## config.mk

```make
export PLATFORM = sky130hd
export DESIGN_NAME = param_readout
export DESIGN_NICKNAME = d
export VERILOG_FILES = /design/src/rtl/param_readout.sv
export SDC_FILE = /design/constraint.sdc
export NUM_CORES = 1
export LEC_CHECK = 0
export BUFFER_PORTS_ARGS = -buffer_cell sky130_fd_sc_hd__buf_4
export CAP_MARGIN = 20
export CORE_AREA = 10 10 115 117
export CTS_CLUSTER_SIZE = 10
export DETAILED_ROUTE_END_ITERATION = 12
export DIE_AREA = 0 0 125 127
export GPL_TIMING_DRIVEN = 0
export PLACE_DENSITY_LB_ADDON = 0.2
export SYNTH_ARGS = -nofsm -noshare
export SYNTH_HDL_FRONTEND = slang
export SYNTH_SLANG_ARGS = --single-unit
```

## constraint.sdc

```tcl
create_clock -name clk -period 5.1 [get_ports clk]
set_clock_uncertainty 0.2 [all_clocks]
set_input_delay 1.53 -clock clk [delete_from_list [all_inputs] [get_ports clk]]
set_output_delay 1.53 -clock clk [all_outputs]
set_load 0.02 [all_outputs]
```

## src/rtl/param_readout.sv

```systemverilog
// APB read-only window onto a bank of parameter words, with programmable
// wait states, error response and a saturating successful-read counter.
module param_readout #(
   parameter int unsigned WIDTH       = 32,
   parameter int unsigned NUM_SLAVE   = 8,
   parameter int unsigned ADDR_W      = 8,
   parameter int unsigned WAIT_CYCLES = 1
) (
   input  logic                             clk,
   input  logic                             rst_n,
   input  logic                             psel,
   input  logic                             penable,
   input  logic                             pwrite,
   input  logic [ADDR_W-1:0]                paddr,
   input  logic [NUM_SLAVE-1:0][WIDTH-1:0]  data_in,
   output logic [WIDTH-1:0]                 prdata,
   output logic                             pready,
   output logic                             pslverr,
   output logic [15:0]                      rd_count
);

   localparam int unsigned IDX_W     = ADDR_W - 2;
   localparam logic [3:0]  WAIT_LAST = 4'(WAIT_CYCLES);

   typedef enum logic {IDLE, ACCESS} state_t;

   state_t             state_q, state_d;
   logic [3:0]         wait_cnt_q, wait_cnt_d;
   logic               err_q, err_d;
   logic [WIDTH-1:0]   snap_q, snap_d;
   logic [15:0]        rd_count_q;
   logic [IDX_W-1:0]   idx;
   logic [WIDTH-1:0]   word;
   logic               idx_ok;
   logic               setup;
   logic               wait_done;

   assign idx       = paddr[ADDR_W-1:2];
   assign idx_ok    = (32'(idx) < NUM_SLAVE);
   assign setup     = psel && !penable;
   assign wait_done = (wait_cnt_q == WAIT_LAST);

   // Word select as a mux so an out-of-range index naturally yields zero.
   always_comb begin
      word = '0;
      for (int unsigned i = 0; i < NUM_SLAVE; i++) begin
         if (32'(idx) == i) word = data_in[i];
      end
   end

   always_comb begin
      state_d    = state_q;
      wait_cnt_d = wait_cnt_q;
      err_d      = err_q;
      snap_d     = snap_q;
      pready     = 1'b0;
      case (state_q)
         IDLE: begin
            if (setup) begin
               state_d    = ACCESS;
               err_d      = pwrite || (paddr[1:0] != 2'b00) || !idx_ok;
               snap_d     = word;
               wait_cnt_d = '0;
            end
         end
         ACCESS: begin
            if (!psel) begin
               state_d = IDLE;
            end else if (penable) begin
               if (wait_done) begin
                  pready  = 1'b1;
                  state_d = IDLE;
               end else begin
                  wait_cnt_d = wait_cnt_q + 4'd1;
               end
            end
         end
         default: state_d = IDLE;
      endcase
   end

   always_ff @(posedge clk or negedge rst_n) begin
      if (!rst_n) begin
         state_q    <= IDLE;
         wait_cnt_q <= '0;
         err_q      <= 1'b0;
         snap_q     <= '0;
         rd_count_q <= '0;
      end else begin
         state_q    <= state_d;
         wait_cnt_q <= wait_cnt_d;
         err_q      <= err_d;
         snap_q     <= snap_d;
         if (pready && !err_q && (rd_count_q != '1)) rd_count_q <= rd_count_q + 16'd1;
      end
   end

   assign prdata   = (pready && !err_q) ? snap_q : '0;
   assign pslverr  = pready && err_q;
   assign rd_count = rd_count_q;

endmodule

```

==> flow_summary_export.csv, run 1 <==
group,metric,value,unit
status,status,"complete, no violations",
synth,synthArstFlopShare,100.0,%
setup_path,cp-end-kind,"output pin",
place,dpl_worst_slack,-54.53,ps
layout,final_common_cell,"buf_4",
synth,synth-adder-area-share,0.8333,%
floorplan,die_x,125,um
power_and_ir_drop,ir_worst_vdd,0.0001347,V
synth,ys_seq_area_share,30.00,%
cts,clockRootBuffer,"clkbuf_16",
synth,synthFlopType,"dfrtp_1",
drt,drt_wl_total,22280,um
setup_path,cp_data_required_time,3370,ps
drt,route.vias.total,5294,
timing,slew_viol_final,0,
layout,final_cell_mix,"buf_4, dfrtp_1, nand2_1",
synth,synthCells,463,
cts,clk_pin_slew,70,ps
power_and_ir_drop,power,1.236,mW
floorplan,rows,39,
timing,min_period,4848,ps
job,max_cap_violations,0,
cts,cts_made_buffers,5,
synth,synthSimpleGateAreaFrac,20.33,%
timing,period_share,95.06,%
floorplan,core_area,11130,um^2
drt,via_per_inst,5.686,
cts,clock_path_buffers,2,
setup_path,start_kind,"primary input",
min_path,hp-class,"flip-flop to flip-flop",
synth,ys_warn_count,0,
place,dp_hpwl,18980,um
floorplan,initial_core_util,40.49,%
layout,register_area,1351,um^2
layout,num_antenna_cells,0,
synth,synth-compound-area-share,19.44,%
cts,cts_tree,"built",
timing,slew_headroom,39.83,%
timing,max_freq,0.2063,GHz
power_and_ir_drop,pwr_density_cell,170.9,nW/um^2
cts,cts_htree_levels,2,
drt,drcViolationCount,0,
floorplan,ios,319,
min_path,holdCritStartpoint,"snap_q[19]$_DFFE_PN0P_",
drt,firstDrtPassIters,5,
setup_path,path_cells,"buf_4 > nand3_1 > nor3_2 > clkbuf_1 > and2_1 > buf_4",
floorplan,die_area,15880,um^2
synth,syn_area_per_cell,9.729,um^2
power_and_ir_drop,leakage,3.541,nW
synth,synth_mux_area_share,21.97,%
cts,cts_hold_buf,0,
global_route,grt-ovfl-total,0,
cts,cts.sinks,54,
drt,drt_iter0_markers,491,
synth,synth-xor-area-share,3.306,%
floorplan,die_h,127,um
setup_path,critPathMaxStageDelay,530,ps
setup_path,critPathLaunch,"psel",
setup_path,path_class,"primary input to output pin",
cts,clk_latency,300,ps
timing,hold_viol_final,0,
layout,drive_gt1_share,48.48,%
setup_path,crit_slowest_cell,"nor3_2",
drt,ant_nets,0,
setup_path,worstPathMaxFanout,10,
global_route,grt_antenna_before_repair,0,
global_route,grt_max_degree,55,
synth,ys_seq_elements,54,
place,gp_congestion,0.8858,
synth,syn-num-nets,735,
layout,final_net_count,1059,
global_route,first_global_vias,5781,
synth,yosysUniqueCellTypes,55,
synth,synth_enable_flop_cells,0,
timing,setup_viol,0,
setup_path,arrival,3120,ps
setup_path,reg2reg_from,"state_q$_DFF_PN0_",
layout,multi_input_area,2973,um^2
timing,worst_slack,251.9,ps
layout,fill_cells,964,
place,port_buffers,316,
global_route,grt_pass1_wl,32980,um
setup_path,path_common_cell,"buf_4",
timing,worst_slew_pin_slew,902.6,ps
timing,grt_setup_unrepaired,"false",
synth,synth_top_family_by_area,"multiplexers",
global_route,grt.total_usage,26.24,%
drt,avgRoutedWirePerCell,23.93,um
layout,area_delta_synth_final,60.56,%
synth,syn_area,4504,um^2
## cell usage after synthesis, types with 3 or more instances
master / n / area, um^2
and3_1: 3 / 18.77
a2bb2oi_1: 26 / 227.7
and2_1: 33 / 206.5
and4_1: 3 / 26.28
nand3_1: 12 / 60.06
nor2_1: 36 / 135.1
o211ai_1: 5 / 37.54
clkbuf_1: 19 / 71.32
xor2_1: 13 / 113.9
xnor2_1: 4 / 35.03
o21ai_0: 33 / 165.2
dfrtp_1: 54 / 1351
o2bb2ai_1: 6 / 52.55
o221ai_1: 26 / 227.7
nand4_1: 5 / 31.28
nand2_1: 41 / 153.9
ha_1: 3 / 37.54
inv_1: 4 / 15.01
buf_1: 6 / 22.52
mux2i_1: 37 / 370.4
nor3_1: 7 / 35.03
nor2b_1: 4 / 25.02
buf_2: 10 / 50.05
nor4_2: 5 / 62.56
mux4_2: 27 / 608.1
## path summary, 6_finish.rpt
kind	to	slack, ps	cells after the start
worst max-delay path	prdata[10]	250	6
max in group asynchronous	snap_q[3]$_DFFE_PN0P_	3160	1
worst min register to register	snap_q[19]$_DFFE_PN0P_	280	2
min in group asynchronous	wait_cnt_q[3]$_DFFE_PN0P_	1070	1
worst max register to register	snap_q[4]$_DFFE_PN0P_	2610	6
worst min-delay path	snap_q[19]$_DFFE_PN0P_	280	2
## layout make-up
type,instances,area share (%)
buffer,37,2.301
clock buffer,6,1.782
clock inverter,2,0.5190
inverter,5,0.2595
multi-input combinational,367,41.11
sequential,54,18.69
tap,143,2.474
timing repair buffer,317,32.87
## state kept, by name, indices dropped and copies added (netlist names)
| register | cells |
|---|---|
| rd_count | 16 |
| snap_q | 32 |
| wait_cnt_q | 4 |
| state_q | 1 |
| err_q | 1 |
## cell families after synthesis
logic type	count (synthesis)
muxes	65
buffers and inverters	42
and+or+nand+nor	166
xor gates and xnor gates	17
DFF	54
adders and majority gates	3
AOI/OAI and AO/OA	116
## layer usage
layer	track usage, %	wire (um)	vias to the layer above
li1	-	-	2419
met1	28.71	8167	2537
met2	45.79	11220	289
met3	8.602	1939	49
met4	11.31	953	0
met5	0	0	-
## critical path, delay by kind of cell
| kind | cells | cell delay, ps |
|---|---|---|
| buffers and inverters | 3 | 700 |
| AND/OR/NAND/NOR | 3 | 890 |
## through the flow
step                cell area [um^2]  utilization (%)  hold slack [ps]  cells  TNS, ps
floorplan                       4504                -            247.6    463        0
global placement                7056            63.42            259.3    922   -360.4
detailed placement              7056            63.42            266.9    922   -392.2
CTS                             7227            64.96            283.4    930        0
global route                    7232            65.00            308.0    931        0
finish                          7232            65.00            284.7    931        0
## power breakdown
| part | leakage (nW) | internal, mW | total (mW) | switching, mW |
|---|---|---|---|---|
| logic | 2.72 | 0.223 | 0.371 | 0.148 |
| clock network | 0.0771 | 0.233 | 0.399 | 0.166 |
| registers | 0.739 | 0.451 | 0.466 | 0.0151 |
| total | 3.54 | 0.906 | 1.24 | 0.330 |
## what timing repair did
action / 4_1_cts / 5_1_grt
endpoints found under the setup margin: 13 / 0
setup buffers: 0 / 0
gates resized for setup: 1 / 0
No activity file was read; power rests on OpenSTA's default activity.
==> inputs of run 2 (changes only) <==
- PLACE_DENSITY: default -> 0.78
- PLACE_DENSITY_LB_ADDON: 0.2 -> default
==> run 2 against run 1 <==
Against the previous run:
- fmax shrank 0.59%
- register-to-register slack improved by 20 ps
- sequential share of layout area is essentially flat
- largest cell class unchanged
- via count fell by 0.51%
- cell count rose by 0.11%
- worst hold slack improved by 1.8 ps
==> flow_summary_export.csv, run 2 (synthesized netlist as in run 1, its figures left out) <==
group,metric,value,unit
drt,drcViolationCount,0,
layout,drive_gt1_share,48.60,%
status,status,"complete, no violations",
global_route,grt_pass1_wl,33240,um
timing,worst_slew_pin_slew,891.3,ps
timing,slew_viol_final,0,
place,dp_hpwl,18700,um
floorplan,core_area,11130,um^2
floorplan,ios,319,
timing,whs,286.5,ps
drt,highest_layer,"met4",
drt,firstDrtPassIters,5,
setup_path,cp_data_required_time,3370,ps
min_path,whs_path_depth,2,
layout,stdcell_area,7218,um^2
layout,register_area,1351,um^2
cts,cts_htree_levels,2,
timing,slew_headroom,40.58,%
place,dp_cells,922,
place,placed_area,7056,um^2
cts,clock_path_buffers,2,
cts,cts.sinks,54,
drt,drt_iter0_markers,336,
cts,clk_latency,300,ps
min_path,hp-class,"flip-flop to flip-flop",
drt,route.vias.total,5267,
global_route,grt_antenna_before_repair,1,
cts,clk_pin_slew,70,ps
timing,min_period,4877,ps
drt,wirelength_met1,8175,um
drt,via_per_inst,5.651,
floorplan,initial_core_util,40.49,%
layout,final_cell_mix,"buf_4, dfrtp_1, nand2_1",
setup_path,arrival,3150,ps
drt,met2RoutedLength,11440,um
global_route,grt-ovfl-total,0,
place,dpl_worst_slack,-42.67,ps
layout,final_common_cell,"buf_4",
drt,drt_wl_total,22180,um
floorplan,die_area,15880,um^2
cts,cts_hold_buf,0,
global_route,grt_max_degree,55,
timing,setup_viol,0,
setup_path,rr_worst_depth,6,
drt,avgRoutedWirePerCell,23.80,um
setup_path,path_class,"primary input to output pin",
floorplan,rows,39,
power_and_ir_drop,ir_worst_vdd,0.0001482,V
layout,fin_cells,932,
place,port_buffers,316,
drt,ant_nets,0,
cts,cts_tree,"built",
place,gp_congestion,0.9244,
timing,hold_viol_final,0,
global_route,grt.total_usage,26.22,%
floorplan,die_x,125,um
power_and_ir_drop,power,1.192,mW
setup_path,worstPathMaxFanout,10,
layout,multi_input_area,2973,um^2
job,max_cap_violations,0,
cts,clockRootBuffer,"clkbuf_16",
power_and_ir_drop,pwr_density_cell,165.2,nW/um^2
setup_path,start_kind,"primary input",
drt,route.met3.wl,1863,um
layout,largest_reg_flops,32,
timing,grt_setup_unrepaired,"false",
layout,area_delta_synth_final,60.25,%
timing,worst_slack,223.1,ps
floorplan,die_h,127,um
cts,cts_made_buffers,5,
layout,fill_cells,966,
global_route,first_global_vias,5929,
timing,max_freq,0.2051,GHz
timing,period_share,95.62,%
power_and_ir_drop,leakage,3.534,nW
layout,final_net_count,1059,
setup_path,cp-end-kind,"output pin",
layout,largest_register,"snap_q",
-- run 2: cell count changes in the layout (fill, tap and decap cells not counted), sizes merged --
cell	previous run	this run
clkinv	1	2
inv	4	5
bufinv	1	0
clkbuf	25	24
diode	0	1
-- run 2: path summary, 6_finish.rpt --
path                       slack [ps]                      to                   start
setup / recovery                  220               prdata[8]                 penable
max in group asynchronous        3140  snap_q[17]$_DFFE_PN0P_                   rst_n
setup reg to reg                 2630   snap_q[6]$_DFFE_PN0P_       state_q$_DFF_PN0_
min in group asynchronous        1080  snap_q[22]$_DFFE_PN0P_                   rst_n
hold reg to reg                   290  snap_q[18]$_DFFE_PN0P_  snap_q[18]$_DFFE_PN0P_
hold / removal                    290  snap_q[18]$_DFFE_PN0P_  snap_q[18]$_DFFE_PN0P_
-- run 2: what timing repair did --
item / in CTS / in global routing
buffers inserted: 0 / 0
setup endpoints to repair: 10 / 0
gates resized for setup: 1 / 0
-- run 2: metrics by stage --
stage	TNS [ps]	util [%]
floorplan	0	-
global placement	0	63.42
global route	0	64.88
finish	0	64.88
CTS	0	64.81
detailed placement	-244.6	63.42
-- run 2: where the power goes --
part           internal, mW  switching [mW]
Sequential            0.451          0.0167
Clock                 0.185           0.168
Combinational         0.223           0.149
-- run 2: area by class of cell --
type | instances | area share, %
Timing Repair Buffer | 317 | 32.93
Multi-Input combinational cell | 367 | 41.19
Clock inverter | 3 | 0.3467
Inverter | 5 | 0.2600
Clock buffer | 5 | 1.733
Tap cell | 143 | 2.479
Antenna cell | 1 | 0.03467
Sequential cell | 54 | 18.72
Buffer | 37 | 2.305
-- run 2: layer usage --
layer,vias to the layer above,track usage [%]
li1,2417,-
met1,2535,28.90
met2,275,47.05
met3,40,7.734
met4,0,9.282
met5,-,0
-- run 2: worst max-delay path, stage by stage --
cell and delay [ps]:
buf_4 100, nand3_1 120, nor3_2 490, clkbuf_1 520, and2_1 220, buf_4 160
